## src/rtl/umips_rf_write_arbiter_if.sv

```systemverilog
// Register-file write-port arbiter bundle: writeback, muldiv, debug and
// the shared register file write port.
interface umips_rf_write_arbiter_if;
  logic        wb_we;
  logic [4:0]  wb_addr;
  logic [31:0] wb_data;
  logic        wb_stall;
  logic        md_valid;
  logic        md_ready;
  logic [31:0] md_lo;
  logic [31:0] md_hi;
  logic        md_busy;
  logic        dbg_valid;
  logic        dbg_ready;
  logic [4:0]  dbg_addr;
  logic [31:0] dbg_data;
  logic        rf_we;
  logic [4:0]  rf_addr;
  logic [31:0] rf_wd;
  logic        proto_err;

  modport master (
    output wb_we, wb_addr, wb_data,
    output md_valid, md_lo, md_hi,
    output dbg_valid, dbg_addr, dbg_data,
    input  wb_stall, md_ready, md_busy,
    input  dbg_ready, proto_err,
    input  rf_we, rf_addr, rf_wd
  );

  modport slave (
    input  wb_we, wb_addr, wb_data,
    input  md_valid, md_lo, md_hi,
    input  dbg_valid, dbg_addr, dbg_data,
    output wb_stall, md_ready, md_busy,
    output dbg_ready, proto_err,
    output rf_we, rf_addr, rf_wd
  );
endinterface

```

## src/rtl/umips_rf_write_arbiter.sv

```systemverilog
// Shares the GPR write port between writeback, the muldiv unit (LO then HI)
// and the debug port, with a starvation stall on writeback.
module umips_rf_write_arbiter #(
  parameter logic [4:0]  MD_LO_ADDR   = 5'd8,
  parameter logic [4:0]  MD_HI_ADDR   = 5'd9,
  parameter int unsigned STARVE_LIMIT = 4
) (
  input logic                     clk,
  input logic                     rst,
  umips_rf_write_arbiter_if.slave arb
);

  typedef enum logic [1:0] {
    IDLE  = 2'd0,
    MD_LO = 2'd1,
    MD_HI = 2'd2
  } state_t;

  localparam logic [4:0] LIMIT5 = 5'(STARVE_LIMIT);

  state_t      r_state;
  state_t      w_state_nxt;
  logic [31:0] r_lo_buf;
  logic [31:0] r_hi_buf;
  logic [3:0]  r_starve_cnt;
  logic [3:0]  w_starve_nxt;
  logic        r_wb_stall;
  logic        w_wb_stall_nxt;
  logic        r_proto_err;

  logic        w_md_pend;
  logic        w_md_win;
  logic        w_wb_win;
  logic        w_dbg_win;
  logic        w_accept;
  logic        w_starve_hit;
  logic        w_we;
  logic [4:0]  w_addr;
  logic [31:0] w_wd;
  logic        w_rf_we;

  assign w_md_pend = (r_state != IDLE);

  // A stalled writeback cannot win, so md owns the port.
  assign w_md_win  = rst & w_md_pend
                   & (r_wb_stall | ~arb.wb_we);
  assign w_wb_win  = rst & ~w_md_win
                   & arb.wb_we & ~r_wb_stall;
  assign w_dbg_win = rst & ~w_md_pend
                   & ~arb.wb_we & arb.dbg_valid;
  assign w_accept  = rst & ~w_md_pend
                   & arb.md_valid;

  always_comb begin
    w_we   = 1'b0;
    w_addr = '0;
    w_wd   = '0;
    unique case (1'b1)
      w_md_win: begin
        w_we = 1'b1;
        if (r_state == MD_HI) begin
          w_addr = MD_HI_ADDR;
          w_wd   = r_hi_buf;
        end else begin
          w_addr = MD_LO_ADDR;
          w_wd   = r_lo_buf;
        end
      end
      w_wb_win: begin
        w_we   = 1'b1;
        w_addr = arb.wb_addr;
        w_wd   = arb.wb_data;
      end
      w_dbg_win: begin
        w_we   = 1'b1;
        w_addr = arb.dbg_addr;
        w_wd   = arb.dbg_data;
      end
      default: ;
    endcase
  end

  // r0 writes are consumed but never reach the register file.
  assign w_rf_we     = w_we & (w_addr != 5'd0);
  assign arb.rf_we   = w_rf_we;
  assign arb.rf_addr = w_rf_we ? w_addr : 5'd0;
  assign arb.rf_wd   = w_rf_we ? w_wd : 32'd0;

  assign arb.md_ready  = rst & ~w_md_pend;
  assign arb.dbg_ready = w_dbg_win;
  assign arb.md_busy   = w_md_pend;
  assign arb.wb_stall  = r_wb_stall;
  assign arb.proto_err = r_proto_err;

  always_comb begin
    w_state_nxt = r_state;
    unique case (r_state)
      IDLE:    if (w_accept) w_state_nxt = MD_LO;
      MD_LO:   if (w_md_win) w_state_nxt = MD_HI;
      MD_HI:   if (w_md_win) w_state_nxt = IDLE;
      default: w_state_nxt = IDLE;
    endcase
  end

  always_comb begin
    w_starve_nxt = r_starve_cnt;
    w_starve_hit = 1'b0;
    if (!w_md_pend || w_md_win) begin
      w_starve_nxt = 4'd0;
    end else if (w_wb_win) begin
      if (r_starve_cnt != 4'hF)
        w_starve_nxt = r_starve_cnt + 4'd1;
      w_starve_hit =
        ({1'b0, r_starve_cnt} + 5'd1) == LIMIT5;
    end
  end

  always_comb begin
    w_wb_stall_nxt = r_wb_stall;
    if (w_starve_hit)
      w_wb_stall_nxt = 1'b1;
    if (w_md_win && r_state == MD_HI)
      w_wb_stall_nxt = 1'b0;
  end

  always_ff @(posedge clk) begin
    if (!rst) begin
      r_state      <= IDLE;
      r_starve_cnt <= '0;
      r_wb_stall   <= 1'b0;
      r_proto_err  <= 1'b0;
    end else begin
      r_state      <= w_state_nxt;
      r_starve_cnt <= w_starve_nxt;
      r_wb_stall   <= w_wb_stall_nxt;
      if (arb.wb_we && r_wb_stall)
        r_proto_err <= 1'b1;
    end
  end

  always_ff @(posedge clk) begin
    if (w_accept) begin
      r_lo_buf <= arb.md_lo;
      r_hi_buf <= arb.md_hi;
    end
  end

endmodule

```

## src/flat_wrapper.sv

```systemverilog
// flat-port wrapper written by rule: the top's interface ports become plain ports
module umips_rf_write_arbiter_flat 
#(
  parameter logic [4:0]  MD_LO_ADDR   = 5'd8,
  parameter logic [4:0]  MD_HI_ADDR   = 5'd9,
  parameter int unsigned STARVE_LIMIT = 4
)
  (clk, rst, arb_wb_we, arb_wb_addr, arb_wb_data, arb_md_valid, arb_md_lo, arb_md_hi, arb_dbg_valid, arb_dbg_addr, arb_dbg_data, arb_wb_stall, arb_md_ready, arb_md_busy, arb_dbg_ready, arb_proto_err, arb_rf_we, arb_rf_addr, arb_rf_wd);
  umips_rf_write_arbiter_if arb_i ();
  input logic clk;
  input logic rst;
  input wire logic [$bits(arb_i.wb_we)-1:0] arb_wb_we;
  input wire logic [$bits(arb_i.wb_addr)-1:0] arb_wb_addr;
  input wire logic [$bits(arb_i.wb_data)-1:0] arb_wb_data;
  input wire logic [$bits(arb_i.md_valid)-1:0] arb_md_valid;
  input wire logic [$bits(arb_i.md_lo)-1:0] arb_md_lo;
  input wire logic [$bits(arb_i.md_hi)-1:0] arb_md_hi;
  input wire logic [$bits(arb_i.dbg_valid)-1:0] arb_dbg_valid;
  input wire logic [$bits(arb_i.dbg_addr)-1:0] arb_dbg_addr;
  input wire logic [$bits(arb_i.dbg_data)-1:0] arb_dbg_data;
  output wire logic [$bits(arb_i.wb_stall)-1:0] arb_wb_stall;
  output wire logic [$bits(arb_i.md_ready)-1:0] arb_md_ready;
  output wire logic [$bits(arb_i.md_busy)-1:0] arb_md_busy;
  output wire logic [$bits(arb_i.dbg_ready)-1:0] arb_dbg_ready;
  output wire logic [$bits(arb_i.proto_err)-1:0] arb_proto_err;
  output wire logic [$bits(arb_i.rf_we)-1:0] arb_rf_we;
  output wire logic [$bits(arb_i.rf_addr)-1:0] arb_rf_addr;
  output wire logic [$bits(arb_i.rf_wd)-1:0] arb_rf_wd;
  assign arb_i.wb_we = arb_wb_we;
  assign arb_i.wb_addr = arb_wb_addr;
  assign arb_i.wb_data = arb_wb_data;
  assign arb_i.md_valid = arb_md_valid;
  assign arb_i.md_lo = arb_md_lo;
  assign arb_i.md_hi = arb_md_hi;
  assign arb_i.dbg_valid = arb_dbg_valid;
  assign arb_i.dbg_addr = arb_dbg_addr;
  assign arb_i.dbg_data = arb_dbg_data;
  assign arb_wb_stall = arb_i.wb_stall;
  assign arb_md_ready = arb_i.md_ready;
  assign arb_md_busy = arb_i.md_busy;
  assign arb_dbg_ready = arb_i.dbg_ready;
  assign arb_proto_err = arb_i.proto_err;
  assign arb_rf_we = arb_i.rf_we;
  assign arb_rf_addr = arb_i.rf_addr;
  assign arb_rf_wd = arb_i.rf_wd;
  umips_rf_write_arbiter #(.MD_LO_ADDR(MD_LO_ADDR), .MD_HI_ADDR(MD_HI_ADDR), .STARVE_LIMIT(STARVE_LIMIT)) u_core (.clk(clk), .rst(rst), .arb(arb_i));
endmodule
```

## config.mk

```make
export PLATFORM = sky130hd
export DESIGN_NAME = umips_rf_write_arbiter_flat
export DESIGN_NICKNAME = d
export VERILOG_FILES = /design/src/rtl/umips_rf_write_arbiter_if.sv /design/src/rtl/umips_rf_write_arbiter.sv /design/src/flat_wrapper.sv
export SDC_FILE = /design/constraint.sdc
export NUM_CORES = 1
export LEC_CHECK = 0
export CAP_MARGIN = 15
export CORE_ASPECT_RATIO = 0.9
export CORE_MARGIN = 2
export CORE_UTILIZATION = 43
export CTS_CLUSTER_DIAMETER = 60
export CTS_CLUSTER_SIZE = 16
export DETAILED_ROUTE_END_ITERATION = 12
export GPL_ROUTABILITY_DRIVEN = 0
export HOLD_SLACK_MARGIN = 0.1
export PLACE_DENSITY_LB_ADDON = 0.12
export SYNTH_ARGS = -nofsm -noshare
export SYNTH_HDL_FRONTEND = slang
export SYNTH_SLANG_ARGS = --single-unit
```

## constraint.sdc

```tcl
create_clock -name clk -period 5.84 [get_ports clk]
set_input_delay 1.46 -clock clk [delete_from_list [all_inputs] [get_ports clk]]
set_output_delay 1.46 -clock clk [all_outputs]
set_load 0.02 [all_outputs]
```

======== Word-level counts from Yosys, hierarchy flattened ========
Cells that the tools add are included.
cells by class
  mux-type cells .......................... 13
  reductions and logical operators ........ 12
  add/subtract/negate cells ............... 2
  bitwise operators ....................... 16
  equality and inequality tests ........... 7
operators by type and width
  kind                                                 number
  case mux 32 bit (3 select lines)                     1
  2-to-1 mux 32 bit                                    2
  case mux 5 bit (3 select lines)                      1
  bitwise AND 1 bit                                    10
  2-to-1 mux 2 bit                                     3
  != test 2 x 1 -> 1 bit, second input constant        3
  case mux 2 bit (3 select lines)                      1
  adder 4 x 1 -> 5 bit, second input constant          1
  equality test 5 x 3 -> 1 bit, second input constant  1
  2-to-1 mux 5 bit                                     1
  NOT 1 bit                                            5
  nonzero test 5 bit                                   1
  adder 4 x 1 -> 4 bit, second input constant          1
  2-to-1 mux 1 bit                                     4
  != test 4 bit, second input constant                 1
  OR reduction 2 bit                                   2
  AND reduction 3 bit                                  1
  OR reduction 3 bit                                   1
  equality test 2 x 1 -> 1 bit, second input constant  1
  equality test 2 bit, second input constant           1
  logical AND 1 bit                                    2
  zero test 2 bit                                      1
  AND reduction 2 bit                                  1
  nonzero test 2 bit                                   1
  3 further kinds                                      3
word-level totals
  register bits ........................... 72
  bits of input ports ..................... 143
  word-level logic and storage cells ...... 56
  output and inout bits ................... 43

======== Depth between registers and ports, before layout ========
Gate-level depths: netlist of the first run.
  depth after elaboration ................. 11
  depth in mapped cells ................... 7
  mapped depth without buffers ............ 5

======== Worst setup path before layout of the first run ========
OpenSTA, ideal clock, no wires.
  path type ............................... input port to output port
  start ................................... in rst
  end ..................................... out arb_rf_wd[27]
  path slack .............................. 1.377 ns
  arrival ................................. 3.003 ns
  data required time ...................... 4.380 ns
  path buffers ............................ 2
  stages .................................. 6
  path through ............................ buf_2 -> or3b_1 -> nor2_1 -> clkbuf_1 -> a22oi_1 -> a21oi_2
on the way
  elaborated cells on any way between the ends .. 16
  classes of those cells .................. mux: 4; bitwise: 10; reduce/logical: 2
RTL lines
  what                                                                          line                                                        source
  from (decl)                                                                   flat_wrapper.sv:11                                          input logic rst;
  bitwise AND 1 bit (*)                                                         umips_rf_write_arbiter.sv:49                                assign w_dbg_win = rst & ~w_md_pend
  bitwise AND 1 bit (*) (2 in series)                                           umips_rf_write_arbiter.sv:50                                & ~arb.wb_we & arb.dbg_valid;
  named net arb_dbg_ready                                                       flat_wrapper.sv:24                                          output wire logic [$bits(arb_i.dbg_ready)-1:0] arb_dbg_ready;
  case mux 5 bit (3 select lines) / OR reduction 3 bit (equally long branches)  --
  nonzero test 5 bit / 2-to-1 mux 1 bit (equally long branches)                 umips_rf_write_arbiter.sv:84, umips_rf_write_arbiter.sv:58
  bitwise AND 1 bit                                                             umips_rf_write_arbiter.sv:84                                assign w_rf_we = w_we & (w_addr != 5'd0);
  2-to-1 mux 32 bit (*)                                                         umips_rf_write_arbiter.sv:87                                assign arb.rf_wd = w_rf_we ? w_wd : 32'd0;
  to (decl)                                                                     flat_wrapper.sv:28                                          output wire logic [$bits(arb_i.rf_wd)-1:0] arb_rf_wd;
The timed path passes the listed nets; every way through them passes the cells marked *.

======== Worst setup path in the final report of the first run ========
  start ................................... in arb_wb_we
  end ..................................... out arb_rf_wd[19]
on the way
  longest elaborated chain between the ends .. 11
  elaborated cells on any way between the ends .. 16
  classes of those cells .................. mux: 4; bitwise: 10; reduce/logical: 2
RTL lines
  what                                                                          line                                                        source
  from (decl)                                                                   flat_wrapper.sv:12                                          input wire logic [$bits(arb_i.wb_we)-1:0] arb_wb_we;
  NOT 1 bit                                                                     umips_rf_write_arbiter.sv:46, umips_rf_write_arbiter.sv:50
  OR 1 bit                                                                      umips_rf_write_arbiter.sv:46                                & (r_wb_stall | ~arb.wb_we);
  bitwise AND 1 bit                                                             umips_rf_write_arbiter.sv:46
  NOT 1 bit                                                                     umips_rf_write_arbiter.sv:47                                assign w_wb_win = rst & ~w_md_win
  bitwise AND 1 bit                                                             umips_rf_write_arbiter.sv:47
  bitwise AND 1 bit (2 in series)                                               umips_rf_write_arbiter.sv:48                                & arb.wb_we & ~r_wb_stall;
  case mux 5 bit (3 select lines) / OR reduction 3 bit (equally long branches)  --
  nonzero test 5 bit / 2-to-1 mux 1 bit (equally long branches)                 umips_rf_write_arbiter.sv:84, umips_rf_write_arbiter.sv:58
  bitwise AND 1 bit                                                             umips_rf_write_arbiter.sv:84
  2-to-1 mux 32 bit (*)                                                         umips_rf_write_arbiter.sv:87
Every way passes the cells marked *; elsewhere a longest branch is shown, timed or not.

==> results of run 1 <==
[worst max-delay path, stage by stage]
cell and delay [ps]:
clkdlybuf4s50_1 560, nand2b_2 150, mux2_4 340, a2111oi_4 390, buf_4 360, a21oi_2 60, clkdlybuf4s50_1 560
[layout make-up]
type                            count  area share [%]
Clock buffer                        9            2.19
Clock inverter                      7            1.26
Inverter                            6           0.398
Multi-Input combinational cell    174            23.1
Sequential cell                    72            36.8
Tap cell                           99            2.19
Timing Repair Buffer              195            34.0
[stage by stage]
step,std cells,hold WS (ps)
3_5_place_dp,546,479
5_1_grt,562,528
2_1_floorplan,272,441
6_report,562,494
3_3_place_gp,546,466
4_1_cts,562,497
[report_power, final]
part           switching [mW]  internal, mW  total (mW)
clock network           0.183         0.197       0.380
logic                   0.119         0.155       0.274
registers             0.00657         0.587       0.594
[cell families after synthesis]
kind of cell / Yosys count
buffers and inverters: 26
and+or+nand+nor: 57
DFF: 72
muxes: 25
AOI/OAI and AO/OA: 87
xor gates and xnor gates: 3
adders and majority gates: 2
[per-layer routing]
metal / track usage (%) / vias to the layer above
met4: 7.08 / 0
met3: 6.07 / 8
li1: - / 1418
met5: 0 / -
met1: 23.9 / 1450
met2: 38.6 / 120
[worst paths after layout]
path / end / slack (ps) / cells after the start
max reg2reg: u_core.r_hi_buf[31]$_DFFE_PP_ / 3650 / 3
min reg2reg: u_core.arb.proto_err$_SDFFE_PN0P_ / 490 / 2
max: arb_rf_wd[19] / 480 / 7
min: u_core.arb.proto_err$_SDFFE_PN0P_ / 490 / 2
[cells in the mapped netlist]
library cell,instances,area [um^2]
inv_2,1,3.75
and3_1,3,18.8
o21a_1,1,7.51
inv_1,5,18.8
a21oi_1,8,40.0
mux2_4,1,15.0
nor2_1,8,30.0
and3b_1,1,8.76
edfxtp_1,64,1920
o22ai_1,1,6.26
a21oi_2,29,254
nand3_1,2,10.0
or3b_1,1,8.76
mux2i_1,1,10.0
nand2_1,34,128
dfxtp_1,8,160
a22oi_1,32,240
nand2b_2,1,8.76
ha_1,2,25.0
buf_2,3,15.0
a211oi_1,2,15.0
nand2b_1,1,6.26
o221ai_1,9,78.8
buf_4,2,15.0
clkbuf_1,11,41.3
buf_6,4,45.0
nor4_1,1,6.26
a2111oi_4,1,27.5
nor3_1,1,5.00
nor2b_1,1,6.26
xor2_1,2,17.5
o31a_1,1,8.76
xnor2_1,1,8.76
mux2_2,23,259
and2_1,1,6.26
nor3b_1,2,15.0
a22o_1,3,26.3
[registers in the layout, indices dropped and copies added (netlist names)]
name                  flops
u_core.arb.proto_err      1
u_core.arb.wb_stall       1
u_core.r_hi_buf          32
u_core.r_lo_buf          32
u_core.r_starve_cnt       4
u_core.r_state            2
==> results.sh, run 1 <==
export IMPL_status="complete, no violations"
export IMPL_synth_xor_area_share_pct=0.747
export IMPL_core_area_um2=7990
export IMPL_max_cap_violations=0
export IMPL_yosysWarnings=0
export IMPL_cts_setup_buffers=0
export IMPL_fillers=593
export IMPL_hold_path_class="reg2reg"
export IMPL_synth_nets=417
export IMPL_skew_ps=5.59
export IMPL_critPathRequiredTime_ps=4380
export IMPL_critPathMaxFanout=17
export IMPL_maxSlewHeadroom_pct=48.6
export IMPL_r2r_start="u_core.r_state[1]$_SDFFE_PN0P_"
export IMPL_synth_sequential_area_ratio_pct=59.2
export IMPL_critPathKind="in2out"
export IMPL_cts_resized=0
export IMPL_drive_gt1_share_pct=18.1
export IMPL_post_route_period_util_pct=91.8
export IMPL_clk_latency_ps=330
export IMPL_start_util_pct=44.0
export IMPL_vias=2996
export IMPL_rsz0062_at_grt="no"
export IMPL_synth_cells=272
export IMPL_antenna_left=0
export IMPL_die_h_um=89.8
export IMPL_yosys_cell_types_count=37
export IMPL_overflow=0
export IMPL_wl_met1_um=3660
export IMPL_avgSynthCellArea_um2=12.9
export IMPL_leakage_nw=1.90
export IMPL_nets=603
export IMPL_slew_viol_final=0
export IMPL_clock_path_buffers=2
export IMPL_synthAdderAreaFrac_pct=0.711
export IMPL_antenna_found_initial=0
export IMPL_critical_path_endpoint_type="output pin"
export IMPL_design_area_um2=5660
export IMPL_fin_ws_ps=479
export IMPL_grt_pass1_wl_um=15100
export IMPL_drtPass1Iterations=4
export IMPL_hold_viol=0
export IMPL_fp_dieW_um=99.4
export IMPL_ff_latch_area_um2=2080
export IMPL_worst_pin_slew_ps=771
export IMPL_synth_mux_area_fraction_pct=8.07
export IMPL_dr_wl_met3_um=646
export IMPL_period_needed_ps=5360
export IMPL_ys_ff_latch=72
export IMPL_placed_area_um2=5460
export IMPL_crit_start="arb_wb_we"
export IMPL_synth_compound_area_share_pct=20.0
export IMPL_remaining_drc_errors=0
export IMPL_grt_pass1_vias=3149
export IMPL_grt_max_degree=39
export IMPL_viasPerCell=5.33
export IMPL_hold_buffers=0
export IMPL_clk_root_buffer_cell="clkbuf_8"
export IMPL_layout_commonest_cell="clkdlybuf4s50_1"
export IMPL_io_pins=186
export IMPL_dr_wl_met2_um=5010
export IMPL_top_layer="met4"
export IMPL_synth_simple_area_share_pct=7.33
export IMPL_netlist_area_um2=3520
export IMPL_max_freq_mhz=187
export IMPL_drtIter0Drc=89
export IMPL_mostFrequentLayoutCells="clkdlybuf4s50_1, edfxtp_1, nand2_1"
export IMPL_htree_levels=3
export IMPL_clock_sinks=72
export IMPL_dp_hpwl_um=7190
export IMPL_power_per_cell_area_nw_per_um2=221
export IMPL_path_clk_slew_ps=70
export IMPL_drt_wl_total_um=9420
export IMPL_cts_made_buffers=9
export IMPL_hold_start="u_core.arb.proto_err$_SDFFE_PN0P_"
export IMPL_finalSetupTns_ps=0
export IMPL_pre_cts_ws_ps=464
export IMPL_num_rows=31
export IMPL_peakVddDrop_mv=0.143
export IMPL_wire_per_inst_um=16.8
export IMPL_startpoint_type="primary input"
export IMPL_synth_top_family_by_area="compound AO/OA/AOI/OAI gates"
export IMPL_grtUsageTotal_pct=21.3
export IMPL_io_buffers=185
export IMPL_setup_viol=0
export IMPL_cp_arrival_ps=3900
export IMPL_total_power_mw=1.25
export IMPL_area_growth_pct=60.8
export IMPL_multi_input_area_um2=1310
export IMPL_cts_tree="yes"
export IMPL_num_antenna_cells=0
export IMPL_die_area_um2=8920
export IMPL_final_util_pct=70.8
Note: power is estimated with default switching activity, not from simulation.
==> run 2, diff against run 1 <==
- CTS_CLUSTER_SIZE: 16 -> 10
==> results of run 2 <==
No change in the layout: final DEF, timing and power equal those of run 1.
==> variant: new RTL, settings of run 2 <==
The 3 states of `state_t` get a one-hot encoding in 3 bits.
--- a/src/rtl/umips_rf_write_arbiter.sv
+++ b/src/rtl/umips_rf_write_arbiter.sv
@@ -12,6 +12,6 @@
 
-  typedef enum logic [1:0] {
-    IDLE  = 2'd0,
-    MD_LO = 2'd1,
-    MD_HI = 2'd2
+  typedef enum logic [2:0] {
+    IDLE  = 3'b001,
+    MD_LO = 3'b010,
+    MD_HI = 3'b100
   } state_t;
Behaviour: same outputs for any inputs over 10 cycles, from zero or initial values and one cycle with rst low; not proved beyond that.
==> variant against run 2 <==
  * Worst setup slack better by 0.011 ns
  * Utilization down 0.72 points
  * Count of clock-buffer cells in the layout unchanged
  * Highest routed layer unchanged
  * Clock power down 13%
  * Area after synthesis up 0.92%
  * Final area down 0.53%
  * Hold slack better by 0.035 ns
  * Sequential power up 1%
  * Global-route usage up 0.79 points
  * Sequential cell count up 1
  * Total power down 6.9%
  * Wire length up 6.2%
==> variant: results (changes against run 2) <==
[global_route] global-route wire length before repair 15.6 mm [was 15.1 mm]
[logic_synthesis] synthesis warning total 0 [unchanged]
[final_layout] layout filler cell count 597 [was 593]
[logic_synthesis] syn nets 460 [was 417]
[critical_path] arrival time of data at the critical path endpoint 3.89 ns [was 3.90 ns]
[drt] total wire length 10.0 mm [was 9.42 mm]
[clock_tree] deepest level of the CTS H-tree 3 [unchanged]
[final_layout] share of layout cells above drive strength 1 0.0561 [was 0.181]
[drt] via count of the routed design 3183 [was 2996]
[critical_path] Crit Path Max Fanout 38 [was 17]
[critical_path] max incr delay on CP 0.64 ns [was 0.56 ns]
[run_status] run status completed [unchanged]
[placed_design] half-perimeter wire length after detailed placement 7.33 mm [was 7.19 mm]
[clock_tree] insertion delay to the later sink of the worst-skew pair 0.34 ns
[clock_tree] Clock Tree Root sky130_fd_sc_hd__clkbuf_8 [unchanged]
[timing] tightest slew margin relative to the limit 0.486 [about the same]
[pwr] maximum resistive drop on vdd 0.000109 V [was 0.000143 V]
[final_layout] Antenna diodes 0 [unchanged]
[pwr] leakage 2.07 nW [was 1.90 nW]
[drt] DRT iter0 DRCs 122 [was 89]
[timing] clk_skew 0.00881 ns [was 0.00559 ns]
[global_route] vias in the first global route 3294 [was 3149]
[logic_synthesis] Seq/Total Area, Yosys 0.592 [about the same]
[clock_tree] clock-pin slew on the worst setup and hold paths 0.07 ns [about the same]
[logic_synthesis] Area contributors post-synth sky130_fd_sc_hd__edfxtp_1 54%, sky130_fd_sc_hd__a22o_1 8.9%, sky130_fd_sc_hd__nand2_1 7.6% [was sky130_fd_sc_hd__edfxtp_1 55%, sky130_fd_sc_hd__mux2_2 7.4%, sky130_fd_sc_hd__a21oi_2 7.2%]
[logic_synthesis] number of distinct library cells after synthesis 36 [was 37]
[logic_synthesis] most frequent cells after synthesis 72 x sky130_fd_sc_hd__nand2_1, 64 x sky130_fd_sc_hd__edfxtp_1, 36 x sky130_fd_sc_hd__a21oi_1, 36 x sky130_fd_sc_hd__a22o_1, 32 x sky130_fd_sc_hd__o21a_1 [was 64 x sky130_fd_sc_hd__edfxtp_1, 34 x sky130_fd_sc_hd__nand2_1, 32 x sky130_fd_sc_hd__a22oi_1]
[logic_synthesis] FFs w/ async S/R, synth 0 [unchanged]
[clock_tree] deepest clock path buffer count 2 [unchanged]
[global_route] all-layer global routing usage 0.221 [was 0.213]
[critical_path] slowest CP cell sky130_fd_sc_hd__clkdlybuf4s50_1 [unchanged]
[final_layout] number of nets in the finished design 639 [was 603]
variant: cell types whose count changed in the layout (fill, tap and decap cells not counted), moves of 4 or more:
cell / delta
sky130_fd_sc_hd__a21oi_1: +28
sky130_fd_sc_hd__a21oi_2: -29
sky130_fd_sc_hd__a22o_1: +33
sky130_fd_sc_hd__a22oi_1: -32
sky130_fd_sc_hd__buf_4: -4
sky130_fd_sc_hd__mux2_2: -23
sky130_fd_sc_hd__nand2_1: +38
sky130_fd_sc_hd__o21a_1: +31
sky130_fd_sc_hd__o221ai_1: -9
variant: kinds of logic (layout without fill, tap and decap cells):
group / Yosys count / after routing / share of synthesized area
AOI/OAI and AO/OA: 110 / 110 / 0.220
xor gates and xnor gates: 3 / 3 / 0.00740
adders and majority gates: 2 / 2 / 0.00705
buffers and inverters: 27 / 211 / 0.0402
DFF: 73 / 73 / 0.592
muxes: 1 / 1 / 0.00282
and+or+nand+nor: 99 / 99 / 0.131
variant: critical path: cells and delay by family:
family | cells | cell delay (ns)
buf+inv | 2 | 1.24
compound gates | 2 | 0.38
simple gates | 2 | 0.80
variant: final cells by class:
cell class,count,share of cell area
Clock inverter,7,0.00667
Timing Repair Buffer,192,0.341
Clock buffer,9,0.0220
Inverter,3,0.00200
Multi-Input combinational cell,215,0.233
Sequential cell,73,0.373
Tap cell,99,0.0220
variant: metal layers:
layer	GRT usage	routed length (um)
met2	0.401	5080
met1	0.256	3990
met4	0.0685	136
met3	0.0544	792
met5	0	0
variant: final timing paths:
kind | startpoint | to | slack (ns) | cells after the start
min reg2reg | u_core.r_starve_cnt[3] | u_core.r_starve_cnt[2] | 0.53 | 2
max | rst | arb_rf_wd[18] | 0.49 | 6
min | u_core.r_starve_cnt[3] | u_core.r_starve_cnt[2] | 0.53 | 2
max reg2reg | u_core.r_state[1] | u_core.r_hi_buf[1] | 3.53 | 3
variant: power by group:
| group | total, mW | internal (mW) | switching, mW |
|---|---|---|---|
| Clock | 0.331 | 0.149 | 0.182 |
| Combinational | 0.230 | 0.140 | 0.0902 |
| Sequential | 0.601 | 0.593 | 0.00787 |
| Total | 1.16 | 0.882 | 0.280 |
variant: stage by stage:
stage	cell area, um2	setup WS, ns	cells
after floorplan	3550	1.65	315
after global placement	5470	0.577	582
after detailed placement	5470	0.507	582
after CTS	5630	0.497	598
after global routing	5630	0.424	598
final	5630	0.490	598
